## src/rtl/mem_initiator_if.sv

```systemverilog
// CPU-side request/response bundle for mem_initiator.
//   master : control unit  (drives req, we, cpu_addr, cpu_wdata)
//   slave  : mem_initiator (drives ready, done, cpu_rdata)
// Signals:
//   req        request strobe, sampled only while ready=1
//   we         1 = write, 0 = read, qualified by req
//   cpu_addr   word address
//   cpu_wdata  write data
//   ready      a request can be accepted this cycle
//   done       one-cycle completion pulse
//   cpu_rdata  read data, held until the next read completes
interface mem_initiator_if #(
    parameter int DATA_WIDTH = 32,
    parameter int ADDR_SPACE = 9
);
    logic                  req;
    logic                  we;
    logic [ADDR_SPACE-1:0] cpu_addr;
    logic [DATA_WIDTH-1:0] cpu_wdata;
    logic                  ready;
    logic                  done;
    logic [DATA_WIDTH-1:0] cpu_rdata;

    modport master (
        output req, we, cpu_addr, cpu_wdata,
        input  ready, done, cpu_rdata
    );

    modport slave (
        input  req, we, cpu_addr, cpu_wdata,
        output ready, done, cpu_rdata
    );
endinterface

```

## src/rtl/mem_initiator.sv

```systemverilog
// Memory access unit between the control unit and an enable-edge RAM.
// Turns a single-cycle request into a setup / enable-pulse / hold sequence
// and reports completion with a one-cycle done pulse. A one-entry pending
// slot lets the next request be queued while an access is in flight.
// Ports:
//   clock        system clock, rising edge
//   clear        synchronous active-high reset
//   cpu          mem_initiator_if.slave (req/we/addr/wdata in, ready/done/rdata out)
//   ram_addr     RAM address
//   ram_datain   RAM write data
//   ram_read     RAM read select
//   ram_write    RAM write select
//   ram_enable   RAM enable, one single-cycle pulse per access
//   ram_dataout  RAM read data
//
// state  | meaning
// IDLE   | no access in flight; launches a pending or new request
// SETUP  | address/data/read/write presented, enable low
// STROBE | enable high, RAM acts on its rising edge
// HOLD   | enable low, bus held; completion registered on exit
module mem_initiator #(
    parameter int DATA_WIDTH = 32,
    parameter int ADDR_SPACE = 9
) (
    input  logic                  clock,
    input  logic                  clear,
    mem_initiator_if.slave        cpu,
    output logic [ADDR_SPACE-1:0] ram_addr,
    output logic [DATA_WIDTH-1:0] ram_datain,
    output logic                  ram_read,
    output logic                  ram_write,
    output logic                  ram_enable,
    input  logic [DATA_WIDTH-1:0] ram_dataout
);

    typedef enum logic [1:0] {
        IDLE   = 2'd0,
        SETUP  = 2'd1,
        STROBE = 2'd2,
        HOLD   = 2'd3
    } state_t;

    state_t                state_q, state_n;
    logic                  pend_valid_q, pend_valid_n;
    logic                  pend_we_q, pend_we_n;
    logic [ADDR_SPACE-1:0] pend_addr_q, pend_addr_n;
    logic [DATA_WIDTH-1:0] pend_wdata_q, pend_wdata_n;
    logic                  ready_q, ready_n;
    logic                  done_q, done_n;
    logic [DATA_WIDTH-1:0] rdata_q, rdata_n;
    logic [ADDR_SPACE-1:0] addr_n;
    logic [DATA_WIDTH-1:0] datain_n;
    logic                  read_n, write_n, enable_n;

    logic accept, launch_pend, launch_new;

    // ready mirrors an empty pending slot, so a pending launch and a new
    // acceptance can never coincide.
    assign accept      = cpu.req && ready_q;
    assign launch_pend = (state_q == IDLE) && pend_valid_q;
    assign launch_new  = (state_q == IDLE) && !pend_valid_q && accept;

    always_comb begin
        state_n      = state_q;
        pend_valid_n = pend_valid_q;
        pend_we_n    = pend_we_q;
        pend_addr_n  = pend_addr_q;
        pend_wdata_n = pend_wdata_q;
        done_n       = 1'b0;
        rdata_n      = rdata_q;
        addr_n       = ram_addr;
        datain_n     = ram_datain;
        read_n       = ram_read;
        write_n      = ram_write;
        enable_n     = 1'b0;

        if (accept && !launch_new) begin
            pend_valid_n = 1'b1;
            pend_we_n    = cpu.we;
            pend_addr_n  = cpu.cpu_addr;
            pend_wdata_n = cpu.cpu_wdata;
        end

        case (state_q)
            IDLE: begin
                if (launch_pend) begin
                    pend_valid_n = 1'b0;
                    addr_n       = pend_addr_q;
                    datain_n     = pend_wdata_q;
                    read_n       = !pend_we_q;
                    write_n      = pend_we_q;
                    state_n      = SETUP;
                end else if (launch_new) begin
                    addr_n   = cpu.cpu_addr;
                    datain_n = cpu.cpu_wdata;
                    read_n   = !cpu.we;
                    write_n  = cpu.we;
                    state_n  = SETUP;
                end
            end
            SETUP: begin
                enable_n = 1'b1;
                state_n  = STROBE;
            end
            STROBE: begin
                state_n = HOLD;
            end
            HOLD: begin
                if (ram_read) begin
                    rdata_n = ram_dataout;
                end
                read_n  = 1'b0;
                write_n = 1'b0;
                done_n  = 1'b1;
                state_n = IDLE;
            end
            default: state_n = IDLE;
        endcase

        ready_n = !pend_valid_n;
    end

    always_ff @(posedge clock) begin
        if (clear) begin
            state_q      <= IDLE;
            pend_valid_q <= 1'b0;
            pend_we_q    <= 1'b0;
            pend_addr_q  <= '0;
            pend_wdata_q <= '0;
            ready_q      <= 1'b1;
            done_q       <= 1'b0;
            rdata_q      <= '0;
            ram_addr     <= '0;
            ram_datain   <= '0;
            ram_read     <= 1'b0;
            ram_write    <= 1'b0;
            ram_enable   <= 1'b0;
        end else begin
            state_q      <= state_n;
            pend_valid_q <= pend_valid_n;
            pend_we_q    <= pend_we_n;
            pend_addr_q  <= pend_addr_n;
            pend_wdata_q <= pend_wdata_n;
            ready_q      <= ready_n;
            done_q       <= done_n;
            rdata_q      <= rdata_n;
            ram_addr     <= addr_n;
            ram_datain   <= datain_n;
            ram_read     <= read_n;
            ram_write    <= write_n;
            ram_enable   <= enable_n;
        end
    end

    assign cpu.ready     = ready_q;
    assign cpu.done      = done_q;
    assign cpu.cpu_rdata = rdata_q;

endmodule
```

## src/flat_wrapper.sv

```systemverilog
// flat-port wrapper written by rule: the top's interface ports become plain ports
module mem_initiator_flat 
#(
    parameter int DATA_WIDTH = 32,
    parameter int ADDR_SPACE = 9
)
  (clock, clear, ram_addr, ram_datain, ram_read, ram_write, ram_enable, ram_dataout, cpu_req, cpu_we, cpu_cpu_addr, cpu_cpu_wdata, cpu_ready, cpu_done, cpu_cpu_rdata);
  mem_initiator_if #(.DATA_WIDTH(DATA_WIDTH), .ADDR_SPACE(ADDR_SPACE)) cpu_i ();
  input  logic clock;
  input  logic clear;
  output logic [ADDR_SPACE-1:0] ram_addr;
  output logic [DATA_WIDTH-1:0] ram_datain;
  output logic ram_read;
  output logic ram_write;
  output logic ram_enable;
  input  logic [DATA_WIDTH-1:0] ram_dataout;
  input wire logic [$bits(cpu_i.req)-1:0] cpu_req;
  input wire logic [$bits(cpu_i.we)-1:0] cpu_we;
  input wire logic [$bits(cpu_i.cpu_addr)-1:0] cpu_cpu_addr;
  input wire logic [$bits(cpu_i.cpu_wdata)-1:0] cpu_cpu_wdata;
  output wire logic [$bits(cpu_i.ready)-1:0] cpu_ready;
  output wire logic [$bits(cpu_i.done)-1:0] cpu_done;
  output wire logic [$bits(cpu_i.cpu_rdata)-1:0] cpu_cpu_rdata;
  assign cpu_i.req = cpu_req;
  assign cpu_i.we = cpu_we;
  assign cpu_i.cpu_addr = cpu_cpu_addr;
  assign cpu_i.cpu_wdata = cpu_cpu_wdata;
  assign cpu_ready = cpu_i.ready;
  assign cpu_done = cpu_i.done;
  assign cpu_cpu_rdata = cpu_i.cpu_rdata;
  mem_initiator #(.DATA_WIDTH(DATA_WIDTH), .ADDR_SPACE(ADDR_SPACE)) u_core (.clock(clock), .clear(clear), .cpu(cpu_i), .ram_addr(ram_addr), .ram_datain(ram_datain), .ram_read(ram_read), .ram_write(ram_write), .ram_enable(ram_enable), .ram_dataout(ram_dataout));
endmodule
```

## config.mk

```make
export PLATFORM = sky130hd
export DESIGN_NAME = mem_initiator_flat
export DESIGN_NICKNAME = d
export VERILOG_FILES = /design/src/rtl/mem_initiator_if.sv /design/src/rtl/mem_initiator.sv /design/src/flat_wrapper.sv
export SDC_FILE = /design/constraint.sdc
export NUM_CORES = 1
export LEC_CHECK = 0
export BUFFER_PORTS_ARGS = -buffer_cell sky130_fd_sc_hd__buf_2
export CAP_MARGIN = 0
export CORE_MARGIN = 2
export CORE_UTILIZATION = 35
export DETAILED_ROUTE_END_ITERATION = 8
export PLACE_DENSITY = 0.57
export SETUP_SLACK_MARGIN = 0.15
export SYNTH_ARGS = -nofsm -noshare
export SYNTH_HDL_FRONTEND = slang
export SYNTH_SLANG_ARGS = --single-unit
```

## constraint.sdc

```tcl
create_clock -name clock -period 2.88 [get_ports clock]
set_clock_uncertainty 0.1 [all_clocks]
set_input_delay 0.288 -clock clock [delete_from_list [all_inputs] [get_ports clock]]
set_output_delay 0.288 -clock clock [all_outputs]
set_load 0.005 [all_outputs]
```

==> metrics <==
status=finished, final reports clean; Post-CTS Setup Inserts=0; sequential fraction of the synthesis area=0.471; Die W=about 130 µm; max_cap viols=0; max incr delay on CP=690 ps; # port buffers=between 150 and 200; CTS Buf Count=17; routability-driven placement congestion ratio=0.740; depth of the CTS H-tree=4; vias per cell=5.30; clk buf depth=2; Post-DRT Antenna Nets=0; Sink Count=123; # IOs=155; FF+latch count, synth=123; Mean Syn Cell Area=8.51 µm²; Crit Path Class=flop to flop; Reg2Reg Setup Slack=about 780 ps; Syn Inst Count=615; vias in the first global route=4,861; Hold WS=roughly 15 ps; Final nets=824; HPWL Detailed=9200 µm; transition time of the tightest slew-check pin=1010 ps; CP Data Arrival Time=roughly 2300 ps; Die ar.=15,900 µm²; Mapped Area=5230 µm²; part of the cycle the worst path needs=0.728; critical path required time=3110 ps; relative slew slack=0.322; row count=44; area of the core=14,600 µm²; Startpoint Class=flop; Inserted Diodes=0; Tot GR Track Use=0.183; Layout area overhead=29.5%; clock period minus worst slack=2100 ps; Synth cell types=27; Multi-input gate area=2460 µm²; syn nets=697; fillcell total=1,410; Buf+Inv Stages, Crit Path=2; Hold Fails Final Rpt=0; Crit. End Element=flop; pwr dens=1070 nW/µm²; Worst-Skew Late Latency=between 400 and 500 ps; static leakage=2.71 nW; sequential cell area=2460 µm²; Worst VDD drop=slightly below 0.0005 V; count of pins over their slew limit=0; DRC viols=0; die height=126 µm; RSZ-0062 raised after global routing=no; largest net degree at the start of global routing=83; YS warnings=0; DR WL/cell=15.6 µm; Starting Density=0.359; first drt pass iteration count=5; CP Max Fanout=82; CTS Root Cell=clkbuf_16; share of cells above drive strength 1=0.324; crit-path cells=inv_1 -> ha_2 -> buf_4 -> nand3_1 -> a311oi_2; CTS tree=built; initial antenna violation count=0; first-pass GRT wire length=23,600 µm; routed wire length=14,600 µm; Finish-stage setup viols=0; gr ovfl total=0; FMAX=approximately 0.48 GHz; TNS Setup=0 ps; Initial DRC Count=429; family with the most delay on the worst path=buffers and inverters; Worst-path clk slew=60 ps; worst hold path class=input port to flop; via count=just under 5,000; CP max-delay cell=buf_4
final timing paths:
check                                                      startpoint                               endpoint  depth (start not counted)
worst max-delay path                   u_core.state_q[0]$_SDFFE_PP0P_     u_core.ram_datain[19]$_SDFFE_PP0P_                          5
worst min-delay path                                  ram_dataout[18]  u_core.cpu.cpu_rdata[18]$_SDFFE_PP0P_                          3
worst max register to register         u_core.state_q[0]$_SDFFE_PP0P_     u_core.ram_datain[19]$_SDFFE_PP0P_                          5
worst min register to register  u_core.cpu.cpu_rdata[11]$_SDFFE_PP0P_  u_core.cpu.cpu_rdata[11]$_SDFFE_PP0P_                          2
layout by cell type, fill, tap and decap left out, types with 2 or more instances in the layout:
cell,count
a21oi_1,117
a311oi_2,40
and2_1,2
and2_2,2
buf_12,2
buf_2,153
buf_4,12
bufinv_16,3
clkbuf_1,2
clkbuf_16,17
clkbuf_8,6
clkinv_2,2
dfxtp_1,122
dlygate4sd3_1,9
ha_1,4
inv_1,2
nand2_1,110
nand3_1,85
nor2b_1,2
o21ai_0,3
o21ai_1,41
state kept, by name (all words and copies together) (netlist names):
register,count
u_core.ram_addr,9
u_core.cpu.ready,1
u_core.cpu.done,1
u_core.cpu.cpu_rdata,32
u_core.ram_write,1
u_core.ram_read,1
u_core.pend_addr_q,9
u_core.pend_wdata_q,32
u_core.ram_enable,1
u_core.pend_valid_q,1
u_core.state_q,2
u_core.pend_we_q,1
u_core.ram_datain,32
metal layers:
layer | share of wire | up-vias | global-route usage
met4 | 0.016 | 0 | 0.0698
li1 | - | 2434 | -
met1 | 0.43 | 2309 | 0.214
met5 | 0 | - | 0
met2 | 0.48 | 209 | 0.310
met3 | 0.080 | 18 | 0.0599
where the power goes:
part | leakage, nW | internal (W) | switching (W)
clock network | 0.305 | 0.00149 | 0.000732
logic | 1.40 | 0.000949 | 0.00169
registers | 1.01 | 0.00212 | 0.000247
total | 2.71 | 0.00457 | 0.00267
final cells by class:
class	count	share of cell area
Inverter	3	0.00166
Tap cell	184	0.0340
Clock inverter	6	0.0159
Sequential cell	123	0.364
Timing Repair Buffer	176	0.146
Multi-Input combinational cell	421	0.363
Clock buffer	25	0.0761
cell families (layout without fill, tap and decap cells):
logic type / Yosys count / in the layout / share of synthesized area
adders and majority gates: 5 / 5 / 0.0120
muxes: 1 / 1 / 0.00191
DFF: 123 / 123 / 0.471
and+or+nand+nor: 208 / 208 / 0.175
buffers and inverters: 71 / 210 / 0.0622
AOI/OAI and AO/OA: 207 / 207 / 0.278
metrics by stage:
| stage | instance area (µm²) | instances | total power (W) | util | setup WS, ps |
|---|---|---|---|---|---|
| 2_1_floorplan | 5230 | 615 | 0.00427 | - | 1250 |
| 3_3_place_gp | 6060 | 898 | 0.00495 | 0.416 | 898 |
| 3_5_place_dp | 6060 | 898 | 0.00504 | 0.416 | 805 |
| 4_1_cts | 6780 | 938 | 0.00729 | 0.464 | 807 |
| 5_1_grt | 6780 | 938 | 0.00766 | 0.464 | 623 |
| 6_report | 6780 | 938 | 0.00724 | 0.464 | 783 |
cells in the mapped netlist:
library cell | n | share of area
o221ai_1 | 1 | 0.0017
o21ai_0 | 3 | 0.0029
buf_2 | 5 | 0.0048
nor2_1 | 1 | 0.00072
o21ai_1 | 41 | 0.039
nor2b_1 | 3 | 0.0036
mux2i_1 | 1 | 0.0019
ha_1 | 5 | 0.012
inv_2 | 1 | 0.00072
o22ai_1 | 1 | 0.0012
nor3_1 | 1 | 0.00096
nand3_1 | 85 | 0.081
a31o_1 | 1 | 0.0017
inv_1 | 2 | 0.0014
a311oi_1 | 1 | 0.0017
nand2_1 | 111 | 0.080
a21o_1 | 1 | 0.0014
nand4b_1 | 1 | 0.0017
dfxtp_1 | 123 | 0.47
a21oi_1 | 117 | 0.11
a311oi_2 | 40 | 0.11
o32ai_1 | 1 | 0.0017
nand2b_1 | 2 | 0.0024
buf_6 | 7 | 0.015
clkbuf_1 | 42 | 0.030
buf_1 | 14 | 0.010
and2_1 | 4 | 0.0048
worst reg2reg max path: cells and delay by family (launching register included):
| kind | cells | cell delay [ps] |
|---|---|---|
| AO/OA/AOI/OAI | 1 | 280 |
| adder cells (fa/ha/maj) | 1 | 250 |
| buffers and inverters | 2 | 810 |
| flip-flops | 1 | 340 |
| AND/OR/NAND/NOR | 1 | 240 |
timing repair:
| action | 4_1_cts | 5_1_grt |
|---|---|---|
| hold buffers | 9 | 0 |
| endpoints found under the hold margin | 9 | 0 |
| gates resized for setup | 0 | 0 |
No activity file was read; power rests on OpenSTA's default activity.
